==> src/rtl/stream_pkg.sv <==
// Shared constants and FSM state type for the stream framer and syncer.
// No ports: WINDOW_SZ, PATTERN_SZ, OUT_SZ, PATTERN, FILL, framer_state_t.
package stream_pkg;

    localparam int WINDOW_SZ  = 16;
    localparam int PATTERN_SZ = 8;
    localparam int OUT_SZ     = 8;

    localparam logic [PATTERN_SZ-1:0] PATTERN = 8'hE8;
    localparam logic [OUT_SZ-1:0]     FILL    = 8'h00;

    localparam int FILL_CNT_W = 16;

    typedef enum logic [1:0] {
        IDLE,
        HEADER,
        PAYLOAD
    } framer_state_t;

endpackage

==> src/rtl/framer_hold_reg.sv <==
// One-entry valid/ready holding register with an explicit pop.
// Ports: clk, reset, in_valid/in_ready/in_data (push), pop, out_valid/out_data.
module framer_hold_reg #(
    parameter int W = 8
) (
    input  logic         clk,
    input  logic         reset,
    input  logic         in_valid,
    output logic         in_ready,
    input  logic [W-1:0] in_data,
    input  logic         pop,
    output logic         out_valid,
    output logic [W-1:0] out_data
);

    logic push;

    // Ready is withheld while reset is asserted so nothing is accepted then.
    assign in_ready = !out_valid && !reset;
    assign push     = in_valid && in_ready;

    // Push and pop never coincide: push needs the entry empty,
    // pop is only issued while it is full.
    always_ff @(posedge clk) begin
        if (reset) begin
            out_valid <= 1'b0;
            out_data  <= '0;
        end else begin
            if (pop) begin
                out_valid <= 1'b0;
            end
            if (push) begin
                out_valid <= 1'b1;
                out_data  <= in_data;
            end
        end
    end

endmodule

==> src/rtl/stream_framer.sv <==
// Serialises payload bytes into windows of sync pattern + byte, MSB first.
// Ports: clk, reset, enable, data_in/_valid/_ready, stream, window_start,
// fill_cnt (only when FRAMER_STATS_EN is defined).
module stream_framer #(
    parameter int WINDOW_SZ  = stream_pkg::WINDOW_SZ,
    parameter int PATTERN_SZ = stream_pkg::PATTERN_SZ,
    parameter int OUT_SZ     = stream_pkg::OUT_SZ,
    parameter logic [PATTERN_SZ-1:0] PATTERN = stream_pkg::PATTERN,
    parameter logic [OUT_SZ-1:0]     FILL    = stream_pkg::FILL
) (
    input  logic              clk,
    input  logic              reset,
    input  logic              enable,
    input  logic [OUT_SZ-1:0] data_in,
    input  logic              data_in_valid,
    output logic              data_in_ready,
    output logic              stream,
    output logic              window_start
`ifdef FRAMER_STATS_EN
    ,
    output logic [15:0]       fill_cnt
`endif
);

    import stream_pkg::*;

    localparam int CW = $clog2(WINDOW_SZ);
    localparam logic [CW-1:0] HDR_LAST = CW'(PATTERN_SZ - 1);
    localparam logic [CW-1:0] WIN_LAST = CW'(WINDOW_SZ - 1);

    if (WINDOW_SZ != PATTERN_SZ + OUT_SZ) begin : g_sz_chk
        $error("stream_framer: WINDOW_SZ != PATTERN_SZ + OUT_SZ");
    end

    framer_state_t     state, state_n;
    logic [CW-1:0]     cnt, cnt_n, cnt_inc;
    logic [OUT_SZ-1:0] shreg, shreg_n;
    logic              stream_n, ws_n;

    logic              hold_valid;
    logic [OUT_SZ-1:0] hold_data;
    logic              pop;
    logic [OUT_SZ-1:0] load_byte;
    logic [PATTERN_SZ-1:0] pat_sh;

    framer_hold_reg #(
        .W (OUT_SZ)
    ) u_hold (
        .clk       (clk),
        .reset     (reset),
        .in_valid  (data_in_valid),
        .in_ready  (data_in_ready),
        .in_data   (data_in),
        .pop       (pop),
        .out_valid (hold_valid),
        .out_data  (hold_data)
    );

    // cnt is the window index of the bit currently on stream.
    // Every output is computed one cycle ahead and registered.
    always_comb begin
        state_n   = state;
        cnt_n     = cnt;
        shreg_n   = shreg;
        stream_n  = 1'b0;
        ws_n      = 1'b0;
        pop       = 1'b0;
        cnt_inc   = cnt + CW'(1);
        pat_sh    = PATTERN << cnt_inc;
        load_byte = hold_valid ? hold_data : FILL;

        unique case (state)
            IDLE: begin
                if (enable) begin
                    state_n  = HEADER;
                    cnt_n    = '0;
                    stream_n = PATTERN[PATTERN_SZ-1];
                    ws_n     = 1'b1;
                end
            end
            HEADER: begin
                cnt_n = cnt_inc;
                if (cnt == HDR_LAST) begin
                    // Load edge: payload MSB goes out now, rest shifts.
                    state_n  = PAYLOAD;
                    stream_n = load_byte[OUT_SZ-1];
                    shreg_n  = load_byte << 1;
                    pop      = hold_valid;
                end else begin
                    stream_n = pat_sh[PATTERN_SZ-1];
                end
            end
            PAYLOAD: begin
                if (cnt == WIN_LAST) begin
                    cnt_n = '0;
                    if (enable) begin
                        state_n  = HEADER;
                        stream_n = PATTERN[PATTERN_SZ-1];
                        ws_n     = 1'b1;
                    end else begin
                        state_n = IDLE;
                    end
                end else begin
                    cnt_n    = cnt_inc;
                    stream_n = shreg[OUT_SZ-1];
                    shreg_n  = shreg << 1;
                end
            end
            default: begin
                state_n = IDLE;
                cnt_n   = '0;
            end
        endcase
    end

    always_ff @(posedge clk) begin
        if (reset) begin
            state        <= IDLE;
            cnt          <= '0;
            shreg        <= '0;
            stream       <= 1'b0;
            window_start <= 1'b0;
        end else begin
            state        <= state_n;
            cnt          <= cnt_n;
            shreg        <= shreg_n;
            stream       <= stream_n;
            window_start <= ws_n;
        end
    end

`ifdef FRAMER_STATS_EN
    logic fill_hit;

    assign fill_hit = (state == HEADER) && (cnt == HDR_LAST) && !hold_valid;

    always_ff @(posedge clk) begin
        if (reset) begin
            fill_cnt <= '0;
        end else if (fill_hit && (fill_cnt != 16'hFFFF)) begin
            fill_cnt <= fill_cnt + 16'd1;
        end
    end
`endif

endmodule

==> config.mk <==
export PLATFORM = sky130hd
export DESIGN_NAME = stream_framer
export DESIGN_NICKNAME = d
export VERILOG_FILES = /design/src/rtl/stream_pkg.sv /design/src/rtl/framer_hold_reg.sv /design/src/rtl/stream_framer.sv
export SDC_FILE = /design/constraint.sdc
export NUM_CORES = 1
export LEC_CHECK = 0
export ABC_CLOCK_PERIOD_IN_PS = 1600
export BUFFER_PORTS_ARGS = -buffer_cell sky130_fd_sc_hd__buf_2
export CORE_ASPECT_RATIO = 0.7
export CORE_MARGIN = 3
export CORE_UTILIZATION = 35
export CTS_BUF_LIST = sky130_fd_sc_hd__clkbuf_2
export CTS_CLUSTER_DIAMETER = 150
export DETAILED_ROUTE_END_ITERATION = 12
export GPL_ROUTABILITY_DRIVEN = 0
export PLACE_DENSITY = 0.62
export SLEW_MARGIN = 20
export SYNTH_ARGS = -nofsm -noshare
export SYNTH_HDL_FRONTEND = slang
export SYNTH_SLANG_ARGS = --single-unit
export TNS_END_PERCENT = 10
==> constraint.sdc <==
create_clock -name clk -period 1.6 [get_ports clk]
set_input_delay 0.16 -clock clk [delete_from_list [all_inputs] [get_ports clk]]
set_output_delay 0.16 -clock clk [all_outputs]
set_load 0.05 [all_outputs]
== Yosys cells after proc, flatten, opt, wreduce, memory -nomap -nowiden ==
Cells that the tools add are included.

* Shifts and indexed selects: 1
* Muxes and demuxes: 22
* $add $sub $neg: 1
* Reductions and logical operators: 9
* Equality and inequality tests: 8

{| class="wikitable"
|+ Operators by type and width
! operator !! number
|-
| $mux W8 || 3
|-
| $pmux W8 S2 || 1
|-
| $pmux W4 S3 || 1
|-
| $mux W1 || 9
|-
| $mux W4 || 2
|-
| $ne A2 B2 Y1 const B || 4
|-
| $shl A8 B4 Y8 const A || 1
|-
| $mux W2 || 3
|-
| $pmux W2 S3 || 1
|-
| $reduce_and A3 Y1 || 2
|-
| $add A4 B1 Y4 const B || 1
|-
| $eq A4 B3 Y1 const B || 1
|-
| $eq A4 B4 Y1 const B || 1
|-
| $reduce_bool A2 Y1 || 2
|-
| $pmux W1 S3 || 1
|-
| $eq A2 B1 Y1 const B || 1
|-
| $eq A2 B2 Y1 const B || 1
|-
| $logic_and A1 B1 Y1 || 2
|-
| $logic_not A1 Y1 || 2
|-
| $logic_not A2 Y1 || 1
|-
| $pmux W1 S2 || 1
|}

* Register bits: 25
* Output and inout bits: 3
* Input bits: 12
* Logic and storage cells: 48

== Logic depth before layout (Yosys ltp) ==
* Depth after elaboration: 5
* Mapped depth: 8
* Gate-level depth less buffers: 6

== By module ==
From an unflattened synthesis, not the netlist that was laid out.

* Cells, all modules: 142
* Area, all modules: 1266.2 sq um

{| class="wikitable"
|+ Modules (own cells, without submodules)
! module !! times used !! area each (sq um) !! sequential area each (sq um) !! cells each
|-
| stream_framer || 1 || 863.3 || 300.3 || 102
|-
| framer_hold_reg || 1 || 402.9 || 180.2 || 40
|}

== Worst setup path before layout ==
No wires, ideal clock.

* Kind: flip-flop to flip-flop
* From: reg state[0]
* To: reg cnt[2]
* Buffers on the path: 1
* Slack: 0.005 ns
* Clock period less this slack: 1.595 ns
* Library setup time: 0.072 ns
* Required time: 1.528 ns
* Arrival time: 1.523 ns
* Cell stages (with the launch flop): 7
* Cells stage by stage: dfxtp_1 inv_1 ha_1 nor2b_1 clkbuf_1 or4b_1 a21oi_1

* Longest elaborated chain between the ends: 2
* Elaborated cells on any way between the ends: 5
* Those cells by class: 3 x eq/ne; 1 x mux; 1 x reduce/logical

{| class="wikitable"
|+ RTL lines
! what !! line !! source
|-
| from (decl) || stream_framer.sv:35 || <nowiki>framer_state_t state, state_n;</nowiki>
|-
| from (signal assigned) || stream_framer.sv:124 || <nowiki>state <= state_n;</nowiki>
|-
| $eq A2 B2 Y1, or another cell as far along || stream_framer.sv:72 || <nowiki>unique case (state)</nowiki>
|-
| $pmux W4 S3 or $ne A2 B2 Y1 (tied branches) || -- ||
|-
| to (signal assigned) || stream_framer.sv:125 || <nowiki>cnt <= cnt_n;</nowiki>
|-
| to (decl) || stream_framer.sv:36 || <nowiki>logic [CW-1:0] cnt, cnt_n, cnt_inc;</nowiki>
|}

Several ways; a longest one is shown, not always the timed one.
A chain may end at the register's enable or synchronous reset.

== Final worst setup path ==
Same ends and word-level chain as after synthesis.

==> results.cfg <==
[global_route]
grt_overflow = 0
grt_usage_pct = 12.2
grt_max_degree = 27
antenna_found_initial = 0
grt_pass1_vias = 939
grt_pass1_wl_um = 4130

[synth]
synth_area_per_cell_um2 = 8.00
yosysUniqueCellTypes = 35
netlist_instances = 151
seq_area_frac_synth_pct = 39.8
synth_area_um2 = 1210
yosysWarnings = 0
synth-seq-cells = 24
syn_nets = 168

[power]
power_switching_w = 0.000826
power_frac_clock_pct = 17.8
sequentialPowerShare_pct = 35.5
p_int_w = 0.00143
powerDensity_nw_per_um2 = 1470
p_leak_nw = 0.575
finalPower_w = 0.00225
pwr-share-comb_pct = 46.7
ir_drop_v = 0.000490
switching_share_pct = 36.7

[floorplan]
dieArea_um2 = 4210
start_util_pct = 37.4
die_h_um = 55.2
core.rowCount = 17
core_um2 = 3230
pin_count = 15
fp.dieW_um = 76.2

[sta]
hold_viol_final = 0
relSlewSlack_pct = 66.1
finalCritPeriodShare_pct = 97.5
tns_ns = 0
worst_slack_ns = 0.0397
min_period_ns = 1.56
drv_slew = 0
fin_skew_ns = 0.00479
setup_viol = 0
whs_ns = 0.0411
fmax_mhz = 641
worst_slew_pin_slew_ns = 0.508

[detailed_routing]
route.detailed.drc = 0
drt_pass1_iterations = 4
wirelength_um = 2590
antenna_left = 0
num_vias = 1071
wl_per_cell_um = 11.8
avgViaCountPerCell = 4.89
drtIter0Drc = 29

[final_layout]
fillers = 325
area_growth_pct = 26.7
nNetsFinal = 190
antenna_cells = 0
drive_above_1_share_pct = 28.5
mostFrequentLayoutCells = nand2_1, a21oi_1, dfxtp_1
mostFrequentLayoutCell = nand2_1
final_core_util_pct = 47.4

[setup_path]
worstReg2RegEnd = cnt[2]
r2r_start = state[0]
cp_max_fo = 3
crit_arrival_ns = 1.85
crit_type = flop to flop
worst_r2r_path_depth = 5
critPathRequiredTime_ns = 1.89
cp-end-kind = flop
start_kind = flop
reg2reg_slack_ns = 0.04

[clock_network]
h-tree-depth = 1
cts_sinks = 24
path_clk_slew_ns = 0.23
numCtsBuffers = 3
cts_buffer_depth = 2
cts_tree = done
clockRootBuffer = clkbuf_2
clk_latency_ns = 0.34

[min_path]
holdPathStages = 3
min_from = data_in[5]
min_to = u_hold.out_data[5]
hold_path.class = input pin to flop

[run]
maxCapViolations = 0

[run_status]
status = complete, no violations

[placement]
dp_hpwl_um = 1750
io_buffers = 14
pre_cts_ws_ns = -0.0381
[state kept, by name (all words and copies together), names as in the netlist]
name / flops
u_hold.out_data: 8
window_start: 1
stream: 1
state: 2
u_hold.out_valid: 1
shreg: 7
cnt: 4
[worst max-delay path by stage]
stage          cells past startpoint  startpoint       end
6_report                           5    state[0]    cnt[2]
5_1_grt                            5    state[0]    cnt[2]
4_1_cts                            6      cnt[1]  state[1]
3_5_place_dp                       5    state[1]    cnt[2]
3_3_place_gp                       5    state[1]    cnt[2]
2_1_floorplan                      6    state[0]    cnt[2]
[logic make-up (layout without fill, tap and decap cells)]
logic type,after synthesis,count (layout),share of synthesized area (%)
compound gates,40,40,22.3
xor+xnor,1,1,0.725
buf+inv,16,37,7.35
flops,24,24,39.8
fa+ha+maj,5,5,5.18
simple gates,65,65,24.7
[power groups by stage]
stage | sequential [W] | clock, W | combinational, W
finish | 0.000800 | 0.000401 | 0.00105
global route | 0.000819 | 0.000432 | 0.00115
CTS | 0.000804 | 0.000420 | 0.000877
detailed placement | 0.000814 | 0 | 0.000860
global placement | 0.000810 | 0 | 0.000832
floorplan | 0.000846 | 0 | 0.000596
[metal layers]
layer | GRT usage [%] | up-vias | wire length, um
li1 | - | 556 | -
met1 | 16.0 | 496 | 1310
met2 | 19.8 | 17 | 1150
met3 | 4.37 | 2 | 115
met4 | 1.81 | 0 | 10
met5 | 0 | - | 0
[critical path: stages (launching register included)]
cell and delay [ns]:
dfxtp_4 0.40, inv_1 0.08, ha_2 0.34, o21ai_2 0.08
or4b_1 0.47, a21oi_1 0.15
[through the flow]
stage | cell area, um^2 | std cells
global placement | 1340 | 208
CTS | 1440 | 217
detailed placement | 1340 | 208
global route | 1530 | 219
finish | 1530 | 219
floorplan | 1210 | 151
[cell type report]
cell class | instances | area [um^2] | share of cell area (%)
multi-input combinational | 111 | 712 | 46.5
sequential | 24 | 489 | 31.9
tap | 47 | 58.8 | 3.84
timing repair buffer | 30 | 215 | 14.1
clock inverter | 1 | 30.0 | 1.96
inverter | 3 | 11.3 | 0.735
clock buffer | 3 | 15.0 | 0.980
[timing repair]
action,4_1_cts,5_1_grt
hold endpoints to repair,5,0
resized for setup,2,17
setup buffers,0,2
hold buffers,5,0
endpoints found under the setup margin,11,14
[synthesized netlist by cell type]
| cell type | n | area share [%] |
|---|---|---|
| or4b_1 | 1 | 0.83 |
| buf_1 | 1 | 0.31 |
| buf_4 | 1 | 0.62 |
| nand2_2 | 1 | 0.52 |
| a211oi_2 | 3 | 3.1 |
| o21ai_1 | 1 | 0.41 |
| o21ai_0 | 2 | 0.83 |
| a211oi_4 | 1 | 1.7 |
| buf_2 | 2 | 0.83 |
| or3_1 | 1 | 0.52 |
| a211oi_1 | 4 | 2.5 |
| a21o_1 | 1 | 0.62 |
| nor3_1 | 2 | 0.83 |
| nand2_1 | 28 | 8.7 |
| ha_1 | 5 | 5.2 |
| a31oi_1 | 1 | 0.52 |
| o31ai_1 | 1 | 0.62 |
| xnor2_1 | 1 | 0.72 |
| a311oi_1 | 1 | 0.72 |
| nand4_1 | 1 | 0.52 |
| nor4_1 | 1 | 0.52 |
| nor2b_1 | 2 | 1.0 |
| a41oi_1 | 2 | 1.4 |
| inv_1 | 3 | 0.93 |
| buf_6 | 3 | 2.8 |
| a221oi_1 | 1 | 0.72 |
| and3_4 | 1 | 0.93 |
| nor2_1 | 18 | 5.6 |
| nand3_1 | 3 | 1.2 |
| a21oi_1 | 22 | 9.1 |
| dfxtp_1 | 24 | 40 |
| nand2b_1 | 3 | 1.6 |
| nand3b_1 | 2 | 1.2 |
| nand4b_1 | 1 | 0.72 |
| clkbuf_1 | 6 | 1.9 |
Note: power is estimated with default switching activity, not from simulation.
